`config.mk`:
```
export PLATFORM = sky130hd
export DESIGN_NAME = alu_mdu
export DESIGN_NICKNAME = d
export VERILOG_FILES = /design/src/rtl/alu_pkg.sv /design/src/rtl/mdu_iter.sv /design/src/rtl/alu_mdu.sv
export SDC_FILE = /design/constraint.sdc
export NUM_CORES = 1
export LEC_CHECK = 0
export BUFFER_PORTS_ARGS = -buffer_cell sky130_fd_sc_hd__buf_2
export CAP_MARGIN = 15
export CORE_ASPECT_RATIO = 0.8
export CORE_MARGIN = 4
export CORE_UTILIZATION = 35
export CTS_CLUSTER_DIAMETER = 150
export DETAILED_ROUTE_END_ITERATION = 8
export PLACE_DENSITY = 0.58
export SLEW_MARGIN = 20
export SYNTH_ARGS = -nofsm -noshare
export SYNTH_HDL_FRONTEND = slang
export SYNTH_SLANG_ARGS = --single-unit
```
`constraint.sdc`:
```
create_clock -name clk -period 7.1 [get_ports clk]
set_clock_uncertainty 0.2 [all_clocks]
set_input_delay 1.065 -clock clk [delete_from_list [all_inputs] [get_ports clk]]
set_output_delay 1.065 -clock clk [all_outputs]
set_load 0.005 [all_outputs]
```
`src/rtl/alu_pkg.sv`:
```
// rtl/alu_pkg.sv - shared ALU/MDU encodings and multiply/divide FSM states
package alu_pkg;

  // ALUctr encodings, shared with the pipeline decoder
  localparam logic [3:0] ALU_AND  = 4'b0000;
  localparam logic [3:0] ALU_OR   = 4'b0001;
  localparam logic [3:0] ALU_ADD  = 4'b0010;
  localparam logic [3:0] ALU_SLTU = 4'b0011;
  localparam logic [3:0] ALU_LUI  = 4'b0100;
  localparam logic [3:0] ALU_SUB  = 4'b0110;
  localparam logic [3:0] ALU_SLT  = 4'b0111;
  localparam logic [3:0] ALU_SLL  = 4'b1000;
  localparam logic [3:0] ALU_SRL  = 4'b1001;
  localparam logic [3:0] ALU_SRA  = 4'b1010;
  localparam logic [3:0] ALU_NOR  = 4'b1100;
  localparam logic [3:0] ALU_XOR  = 4'b1101;

  // md_op encodings
  localparam logic [1:0] MD_MULT  = 2'b00;
  localparam logic [1:0] MD_MULTU = 2'b01;
  localparam logic [1:0] MD_DIV   = 2'b10;
  localparam logic [1:0] MD_DIVU  = 2'b11;

  typedef enum logic [1:0] {
    MD_IDLE = 2'd0,
    MD_PREP = 2'd1,
    MD_RUN  = 2'd2,
    MD_FIX  = 2'd3
  } md_state_e;

  function automatic logic md_is_div(input logic [1:0] op);
    return (op == MD_DIV) || (op == MD_DIVU);
  endfunction

  function automatic logic md_is_signed(input logic [1:0] op);
    return (op == MD_MULT) || (op == MD_DIV);
  endfunction

endpackage

```
`src/rtl/mdu_iter.sv`:
```
// rtl/mdu_iter.sv - iterative shift-add multiplier / restoring divider
module mdu_iter
  import alu_pkg::*;
#(
  parameter int WIDTH = 32,
  parameter int SHW   = $clog2(WIDTH)
) (
  input  logic             clk_i,
  input  logic             rst_i,
  input  logic             start_i,
  input  logic [1:0]       op_i,
  input  logic [WIDTH-1:0] a_i,
  input  logic [WIDTH-1:0] b_i,
  output logic             busy_o,
  output logic             done_o,
  output logic [WIDTH-1:0] hi_o,
  output logic [WIDTH-1:0] lo_o
);

  localparam logic [SHW:0] CNT_LAST = (SHW+1)'(WIDTH - 1);

  md_state_e          state_q, state_d;
  logic [SHW:0]       cnt_q, cnt_d;
  logic [1:0]         op_q, op_d;
  logic [WIDTH-1:0]   opa_q, opa_d, opb_q, opb_d;
  logic [WIDTH-1:0]   m_q, m_d;
  logic [WIDTH-1:0]   acc_hi_q, acc_hi_d, acc_lo_q, acc_lo_d;
  logic               neg_q, neg_d, rneg_q, rneg_d, div0_q, div0_d;
  logic [WIDTH-1:0]   hi_q, hi_d, lo_q, lo_d;
  logic               done_q, done_d;

  logic [WIDTH:0]     add_sum;
  logic [WIDTH:0]     rem_shift;
  logic [WIDTH-1:0]   rem_sub;
  logic               rem_ge;
  logic               a_neg, b_neg;
  logic [2*WIDTH-1:0] prod_fix;

  // Multiply: acc_hi holds the partial product, acc_lo the multiplier shifting out.
  assign add_sum   = {1'b0, acc_hi_q} + (acc_lo_q[0] ? {1'b0, m_q} : '0);
  // Divide: acc_hi holds the partial remainder, acc_lo the dividend shifting
  // out on top while quotient bits shift in at the bottom.
  assign rem_shift = {acc_hi_q, acc_lo_q[WIDTH-1]};
  assign rem_ge    = rem_shift >= {1'b0, m_q};
  // When rem_ge holds the true difference is below the divisor, so W bits suffice.
  assign rem_sub   = rem_shift[WIDTH-1:0] - m_q;

  assign a_neg     = md_is_signed(op_q) & opa_q[WIDTH-1];
  assign b_neg     = md_is_signed(op_q) & opb_q[WIDTH-1];
  assign prod_fix  = neg_q ? -{acc_hi_q, acc_lo_q} : {acc_hi_q, acc_lo_q};

  // Next-state logic for the IDLE -> PREP -> RUN -> FIX sequence
  always_comb begin
    state_d  = state_q;
    cnt_d    = cnt_q;
    op_d     = op_q;
    opa_d    = opa_q;
    opb_d    = opb_q;
    m_d      = m_q;
    acc_hi_d = acc_hi_q;
    acc_lo_d = acc_lo_q;
    neg_d    = neg_q;
    rneg_d   = rneg_q;
    div0_d   = div0_q;
    hi_d     = hi_q;
    lo_d     = lo_q;
    done_d   = 1'b0;
    case (state_q)
      MD_IDLE: begin
        if (start_i) begin
          op_d    = op_i;
          opa_d   = a_i;
          opb_d   = b_i;
          state_d = MD_PREP;
        end
      end
      MD_PREP: begin
        m_d      = b_neg ? -opb_q : opb_q;
        acc_lo_d = a_neg ? -opa_q : opa_q;
        acc_hi_d = '0;
        neg_d    = a_neg ^ b_neg;
        rneg_d   = a_neg;
        div0_d   = (opb_q == '0);
        cnt_d    = '0;
        state_d  = MD_RUN;
      end
      MD_RUN: begin
        if (md_is_div(op_q)) begin
          acc_hi_d = rem_ge ? rem_sub : rem_shift[WIDTH-1:0];
          acc_lo_d = {acc_lo_q[WIDTH-2:0], rem_ge};
        end else begin
          acc_hi_d = add_sum[WIDTH:1];
          acc_lo_d = {add_sum[0], acc_lo_q[WIDTH-1:1]};
        end
        cnt_d = cnt_q + (SHW+1)'(1);
        if (cnt_q == CNT_LAST) begin
          state_d = MD_FIX;
        end
      end
      MD_FIX: begin
        if (md_is_div(op_q)) begin
          if (div0_q) begin
            // Divide by zero reports the raw dividend, not its magnitude.
            lo_d = '1;
            hi_d = opa_q;
          end else begin
            lo_d = neg_q  ? -acc_lo_q : acc_lo_q;
            hi_d = rneg_q ? -acc_hi_q : acc_hi_q;
          end
        end else begin
          {hi_d, lo_d} = prod_fix;
        end
        done_d  = 1'b1;
        state_d = MD_IDLE;
      end
      default: state_d = MD_IDLE;
    endcase
  end

  // State registers; reset aborts any operation in flight
  always_ff @(posedge clk_i) begin
    if (rst_i) begin
      state_q  <= MD_IDLE;
      cnt_q    <= '0;
      op_q     <= '0;
      opa_q    <= '0;
      opb_q    <= '0;
      m_q      <= '0;
      acc_hi_q <= '0;
      acc_lo_q <= '0;
      neg_q    <= 1'b0;
      rneg_q   <= 1'b0;
      div0_q   <= 1'b0;
      hi_q     <= '0;
      lo_q     <= '0;
      done_q   <= 1'b0;
    end else begin
      state_q  <= state_d;
      cnt_q    <= cnt_d;
      op_q     <= op_d;
      opa_q    <= opa_d;
      opb_q    <= opb_d;
      m_q      <= m_d;
      acc_hi_q <= acc_hi_d;
      acc_lo_q <= acc_lo_d;
      neg_q    <= neg_d;
      rneg_q   <= rneg_d;
      div0_q   <= div0_d;
      hi_q     <= hi_d;
      lo_q     <= lo_d;
      done_q   <= done_d;
    end
  end

  assign busy_o = (state_q != MD_IDLE);
  assign done_o = done_q;
  assign hi_o   = hi_q;
  assign lo_o   = lo_q;

endmodule

```
`src/rtl/alu_mdu.sv`:
```
// rtl/alu_mdu.sv - combinational ALU plus iterative multiply/divide unit
module alu_mdu
  import alu_pkg::*;
#(
  parameter int WIDTH = 32,
  parameter int SHW   = $clog2(WIDTH)
) (
  input  logic             clk,
  input  logic             rst,
  input  logic [3:0]       ALUctr,
  input  logic [WIDTH-1:0] src_1,
  input  logic [WIDTH-1:0] src_2,
  output logic [WIDTH-1:0] result,
  input  logic             md_start,
  input  logic [1:0]       md_op,
  output logic             busy,
  output logic             done,
  output logic [WIDTH-1:0] hi,
  output logic [WIDTH-1:0] lo
);

  logic [SHW-1:0] shamt;
  assign shamt = src_1[SHW-1:0];

  // Purely combinational ALU; undefined codes yield zero
  always_comb begin
    result = '0;
    case (ALUctr)
      ALU_ADD:  result = src_1 + src_2;
      ALU_SUB:  result = src_1 - src_2;
      ALU_AND:  result = src_1 & src_2;
      ALU_OR:   result = src_1 | src_2;
      ALU_SLT:  result[0] = $signed(src_1) < $signed(src_2);
      ALU_SLTU: result[0] = src_1 < src_2;
      ALU_LUI:  result[31:16] = src_2[15:0];
      ALU_SLL:  result = src_2 << shamt;
      ALU_SRL:  result = src_2 >> shamt;
      ALU_SRA:  result = $signed(src_2) >>> shamt;
      ALU_NOR:  result = ~(src_1 | src_2);
      ALU_XOR:  result = src_1 ^ src_2;
      default:  result = '0;
    endcase
  end

  mdu_iter #(
    .WIDTH (WIDTH),
    .SHW   (SHW)
  ) u_mdu_iter (
    .clk_i   (clk),
    .rst_i   (rst),
    .start_i (md_start),
    .op_i    (md_op),
    .a_i     (src_1),
    .b_i     (src_2),
    .busy_o  (busy),
    .done_o  (done),
    .hi_o    (hi),
    .lo_o    (lo)
  );

endmodule

```
==> results of run 1 <==
stage by stage:
stage	util	power (mW)	instance area (um^2)	cells
after CTS	0.385	7.16	27100	4413
after global routing	0.385	7.69	27100	4414
final	0.385	7.20	27100	4416
after floorplan	-	4.61	24800	3479
after global placement	0.374	5.79	26300	4370
after detailed placement	0.374	5.79	26300	4370
state kept, by name, summed over array words and instances, names as in the netlist:
signal / flops
u_mdu_iter.state_q: 2
u_mdu_iter.rneg_q: 1
u_mdu_iter.acc_hi_q: 32
u_mdu_iter.done_o: 1
u_mdu_iter.cnt_q: 6
u_mdu_iter.neg_q: 1
u_mdu_iter.lo_o: 32
u_mdu_iter.m_q: 32
u_mdu_iter.hi_o: 32
u_mdu_iter.opa_q: 32
u_mdu_iter.op_q: 2
u_mdu_iter.div0_q: 1
u_mdu_iter.acc_lo_q: 32
u_mdu_iter.opb_q: 32
metal layers:
layer	routed length (um)	GRT usage	vias up
met5	100	0	-
met4	2430	0.0521	14
met3	12000	0.0794	152
met2	41500	0.373	1180
met1	49300	0.399	12500
li1	-	-	12400
cell type report:
| class | instances | area [um^2] |
|---|---|---|
| Clock inverter | 10 | 133 |
| Multi-Input combinational cell | 2801 | 18500 |
| Fill cell | 7497 | 43300 |
| Inverter | 180 | 676 |
| Antenna cell | 3 | 7.51 |
| Sequential cell | 238 | 4770 |
| Tap cell | 934 | 1170 |
| Timing Repair Buffer | 217 | 1250 |
| Clock buffer | 33 | 676 |
layout by cell type, fill, tap and decap left out, drive strengths merged, types with 51 or more instances in the layout:
cell / instances
dfxtp: 238
nor2: 380
a21oi: 338
xor2: 85
nand2: 351
ha: 173
mux2i: 166
xnor2: 142
nand3: 62
a211oi: 98
o21ai: 299
inv: 179
buf: 217
nor3: 51
nand2b: 53
synth_stat cells, types with 20 or more instances:
library cell,count,area [um^2]
mux2i_1,166,1660
buf_1,32,120
o22ai_1,25,156
a31oi_1,24,150
nor2_1,380,1430
clkbuf_1,217,815
o21bai_1,24,180
inv_1,177,664
a21o_1,42,315
a211oi_1,98,736
nor4_1,20,125
nor3_1,50,250
nand2b_1,53,332
a21oi_1,338,1690
xnor2_1,142,1240
xor2_1,85,744
o31ai_1,44,330
nor2b_1,20,125
o211ai_1,41,308
nand3_1,62,310
mux4_2,22,495
or3_1,32,200
nand2_1,351,1320
ha_1,173,2160
dfxtp_1,238,4760
o21ai_0,292,1460
how the worst min path moves through the flow:
stage / startpoint / to / slack, ns / cells after the start
after floorplan: u_mdu_iter.m_q[31] / u_mdu_iter.m_q[31] / 0.25 / 2
after global placement: u_mdu_iter.hi_o[1] / u_mdu_iter.hi_o[1] / 0.26 / 2
after detailed placement: u_mdu_iter.hi_o[1] / u_mdu_iter.hi_o[1] / 0.27 / 2
after CTS: u_mdu_iter.hi_o[1] / u_mdu_iter.hi_o[1] / 0.28 / 2
after global routing: u_mdu_iter.hi_o[1] / u_mdu_iter.hi_o[1] / 0.30 / 2
final: u_mdu_iter.hi_o[1] / u_mdu_iter.hi_o[1] / 0.28 / 2
cell families after synthesis:
logic type      count (synthesis)  share of synthesized area
mux                           197                     0.0910
simple gates                 1080                      0.197
buf+inv                       440                     0.0676
compound gates               1120                      0.282
xor+xnor                      227                     0.0801
fa+ha+maj                     177                     0.0904
flops                         238                      0.192
worst max-delay path: cells and delay by family:
family,cells,cell delay [ns]
AO/OA/AOI/OAI,7,2.53
XOR/XNOR,1,0.09
AND/OR/NAND/NOR,1,0.08
adder cells (fa/ha/maj),1,0.41
buffers and inverters,5,0.90
power groups by stage:
stage          Clock [mW]  Combinational, mW  Sequential (mW)
2_1_floorplan           0               2.79             1.82
3_3_place_gp            0               3.80             1.98
3_5_place_dp            0               3.80             1.98
4_1_cts              1.39               3.82             1.96
5_1_grt              1.44               4.24             2.01
6_report             1.35               3.89             1.96
==> flow_summary_export.csv, run 1 <==
group,metric,value,unit
run_status,status,"complete, no violations",
routing,antenna_left,0,
hold_path,hp-class,"flop to flop",
cts,cts.path.max_buffers,3,
critical_path,r2r-end,"u_mdu_iter.acc_hi_q[17]",
routing,vias,26200,
yosys,ys_ff_latch,238,
yosys,synth_cells,3479,
critical_path,crit_path_end_kind,"output port",
pwr,intPower,3.78,mW
critical_path,r2r_start,"u_mdu_iter.acc_lo_q[31]",
yosys,seq_area_frac_synth,0.192,
critical_path,crit_path_end,"result[31]",
pwr,switching_share,0.475,
cts,insertion_delay,0.55,ns
critical_path,required,5.83,ns
yosys,synthesis.nets,3729,
cts,cts-htree-levels,1,
yosys,synth_edf_count,0,
sta,fin_ws,0.733,ns
die,core_area,0.0704,mm^2
global_route,grt_pass1_wl,156000,um
cts,cts_buffers,25,
critical_path,crit_fanout,19,
pwr,ir_worst_vdd,0.217,mV
critical_path,crit_chain,"buf_2, inv_1, buf_4, ha_1, inv_1, a2111oi_0, a211oi_1, o22ai_1, nor3_1, a211oi_1, a21oi_1, a311oi_1, xnor2_1, o21ai_0, buf_2",
routing,drt-initial-drc-count,3290,
critical_path,start_kind,"input port",
pwr,p_clk_frac,0.188,
sta,hold_viol,0,
sta,period_minus_slack,6.37,ns
die,initial_core_util,0.353,
sta,relSlewSlack,0.327,
die,io_pins,171,
yosys,yosysUniqueCellTypes,85,
critical_path,slowest_delay,0.51,ns
yosys,ys_dominant_reg_cell,"dfxtp_1",
global_route,grtUsageTotal,0.266,
layout,fin_nets,3713,
cts,clk_pin_slew_worst_paths,0.06,ns
pwr,switching_power,3.42,mW
cts,post_cts_buffers,0,
yosys,yosys_warnings,0,
routing,wire_per_inst,23.9,um
routing,wl,105000,um
routing,drcViolationCount,0,
yosys,syn_avg_cell_area,7.14,um^2
global_route,grt.overflow.total,0,
pwr,p_leak,11.3,nW
sta,max_freq,157,MHz
routing,first_pass_iters,6,
cts,ctsHoldBuffers,0,
place,place_congestion,1.06,
layout,area_growth,9.33,%
critical_path,worst_r2r_path_depth,13,
critical_path,cp_slowest_cell,"a2111oi_0",
yosys,synth_area,0.0248,mm^2
sta,rsz0062_at_grt,"no",
layout,drive_above_1_share,0.0977,
die,die_x,306,um
run,drv_cap,0,
cts,cts_tree,"yes",
global_route,antenna_found_initial,15,
place,io_buffers,170,
die,dieArea,0.0753,mm^2
global_route,grt_pass1_vias,23600,
cts,cts_resized,0,
sta,final.period_utilization,0.897,
cts,cts_root_buffer,"clkbuf_16",
critical_path,critical_path_arrival,5.10,ns
sta,worst_hold_slack,0.277,ns
die,die-height,246,um
cts,cts_num_sinks,238,
sta,setup_viol_count_final,0,
pwr,power_density,265,mW/mm^2
routing,viasPerCell,5.94,
place,dp_hpwl,81300,um
critical_path,crit_start,"src_1[4]",
sta,finalSetupTns,0,ns
place,pre_cts_ws,0.902,ns
die,fp-row-count,87,
sta,slew_viol_final,0,
critical_path,path_class,"input port to output port",
pwr,seqPwrFrac,0.273,
pwr,power_frac_comb,0.540,
yosys,synthArstFlopShare,0,
global_route,grt_max_degree,125,
sta,worst_pin_slew,1.01,ns
critical_path,rrSetupSlack,2.42,ns
Power figures use the tool's default switching activity.
==> run 2: changes to the inputs <==
Settings changed: CTS_BUF_LIST from default to sky130_fd_sc_hd__clkbuf_8.
==> run 2 against run 1 <==
Net effect:
- utilization increased by 0.20 points
- global-route usage increased by 0.099 points
- final cell count increased by 0.77%
- worst hold slack improved by 0.0014 ns
- count of clock-buffer cells in the layout increased by 18
- sequential share of layout area decreased by 0.093 points
- wire length increased by 0.29%
- clock power increased by 8%
==> flow_summary_export.csv, run 2 (synthesized netlist as in run 1, its figures left out) <==
group,metric,value,unit
sta,finalSetupTns,0,ns
routing,antenna_left,0,
layout,nFillCells,7500,
cts,cts_num_sinks,238,
cts,cts.path.max_buffers,3,
routing,vias,26400,
pwr,power_density,268,mW/mm^2
cts,cts_buffers,41,
place,place_congestion,1.06,
critical_path,crit_chain,"buf_2, inv_1, buf_4, ha_1, inv_1, a2111oi_0, a211oi_1, o22ai_1, nor3_1, a211oi_1, a21oi_1, a311oi_1, xnor2_1, o21ai_0, buf_2",
die,core_area,0.0704,mm^2
global_route,grt_pass1_vias,23800,
sta,worst_pin_slew,1.02,ns
critical_path,cp_slowest_cell,"a2111oi_0",
critical_path,critical_path_arrival,5.08,ns
critical_path,crit_fanout,19,
layout,fin_nets,3729,
sta,slew_viol_final,0,
cts,ctsHoldBuffers,0,
die,io_pins,171,
die,dieArea,0.0753,mm^2
sta,period_minus_slack,6.34,ns
layout,drive_above_1_share,0.104,
routing,drcViolationCount,0,
pwr,switching_power,3.47,mW
pwr,intPower,3.84,mW
critical_path,crit_start,"src_1[4]",
global_route,grt_max_degree,125,
routing,wire_per_inst,23.7,um
routing,wl_met3,12000,um
pwr,power,7.31,mW
critical_path,r2r_start,"u_mdu_iter.acc_lo_q[31]",
critical_path,slowest_delay,0.51,ns
sta,rsz0062_at_grt,"no",
cts,cts-htree-levels,2,
pwr,p_leak,11.4,nW
critical_path,start_kind,"input port",
die,fp-row-count,87,
cts,cts_tree,"yes",
run_status,status,"complete, no violations",
layout,final_cell_mix,"nor2_1, nand2_1, a21oi_1",
global_route,grt_pass1_wl,156000,um
routing,wl,106000,um
global_route,grt.overflow.total,0,
sta,final.period_utilization,0.893,
layout,final_common_cell,"nor2_1",
global_route,antenna_found_initial,14,
sta,max_freq,158,MHz
pwr,ir_worst_vdd,0.175,mV
critical_path,crit_path_end_kind,"output port",
cts,clk_pin_slew_worst_paths,0.06,ns
pwr,switching_share,0.475,
die,initial_core_util,0.353,
global_route,grtUsageTotal,0.267,
routing,first_pass_iters,6,
critical_path,required,5.83,ns
pwr,seqPwrFrac,0.268,
cts,post_cts_buffers,0,
die,die-height,246,um
hold_path,min_from,"u_mdu_iter.hi_o[1]",
routing,wl_met1,49800,um
hold_path,hp-class,"flop to flop",
cts,insertion_delay,0.60,ns
sta,worst_hold_slack,0.279,ns
routing,wl_met2,41500,um
run,drv_cap,0,
routing,drt-initial-drc-count,3390,
place,dp_hpwl,81300,um
cts,cts_resized,0,
pwr,power_frac_comb,0.531,
place,io_buffers,170,
sta,relSlewSlack,0.320,
pwr,p_clk_frac,0.200,
routing,top_layer_used,"met5",
sta,hold_viol,0,
die,die_x,306,um
routing,viasPerCell,5.93,
cts,cts_root_buffer,"clkbuf_8",
sta,setup_viol_count_final,0,
critical_path,path_class,"input port to output port",
layout,area_growth,9.91,%
-- run 2: final timing paths --
check | to | slack, ns | depth (start not counted)
worst max-delay path | result[31] | 0.76 | 15
worst min-delay path | u_mdu_iter.hi_o[1] | 0.28 | 2
worst max register to register | u_mdu_iter.acc_hi_q[17] | 2.39 | 13
worst min register to register | u_mdu_iter.hi_o[1] | 0.28 | 2
-- run 2: critical path: cells and delay by family --
family / cells / cell delay [ns]
compound gates: 7 / 2.49
xor+xnor: 1 / 0.09
fa+ha+maj: 1 / 0.41
buf+inv: 5 / 0.91
simple gates: 1 / 0.08
-- run 2: layout make-up --
class | count | area (um^2) | share of cell area
multi-input combinational | 2801 | 18500 | 0.677
sequential | 238 | 4770 | 0.175
timing repair buffer | 217 | 1250 | 0.0458
tap | 934 | 1170 | 0.0428
clock buffer | 51 | 702 | 0.0257
inverter | 180 | 676 | 0.0248
clock inverter | 23 | 243 | 0.00890
antenna | 6 | 15.0 | 0.000550
-- run 2: through the flow --
stage / cell area [um^2] / setup WS [ns] / std cells / util
finish: 27300 / 0.759 / 4450 / 0.387
detailed placement: 26300 / 0.902 / 4370 / 0.374
CTS: 27300 / 0.871 / 4444 / 0.387
global route: 27300 / 0.343 / 4445 / 0.387
global placement: 26300 / 0.816 / 4370 / 0.374
floorplan: 24800 / 1.45 / 3479 / -
-- run 2: layer usage --
layer | global-route usage | vias to the layer above
li1 | - | 12400
met1 | 0.401 | 12500
met2 | 0.374 | 1202
met3 | 0.0798 | 166
met4 | 0.0524 | 14
met5 | 0 | -
-- run 2: power by group through the flow --
stage / logic (mW) / clock network (mW) / registers (mW)
finish: 3.88 / 1.46 / 1.96
global route: 4.24 / 1.56 / 2.01
detailed placement: 3.80 / 0 / 1.98
global placement: 3.80 / 0 / 1.98
CTS: 3.82 / 1.49 / 1.96
floorplan: 2.79 / 0 / 1.82
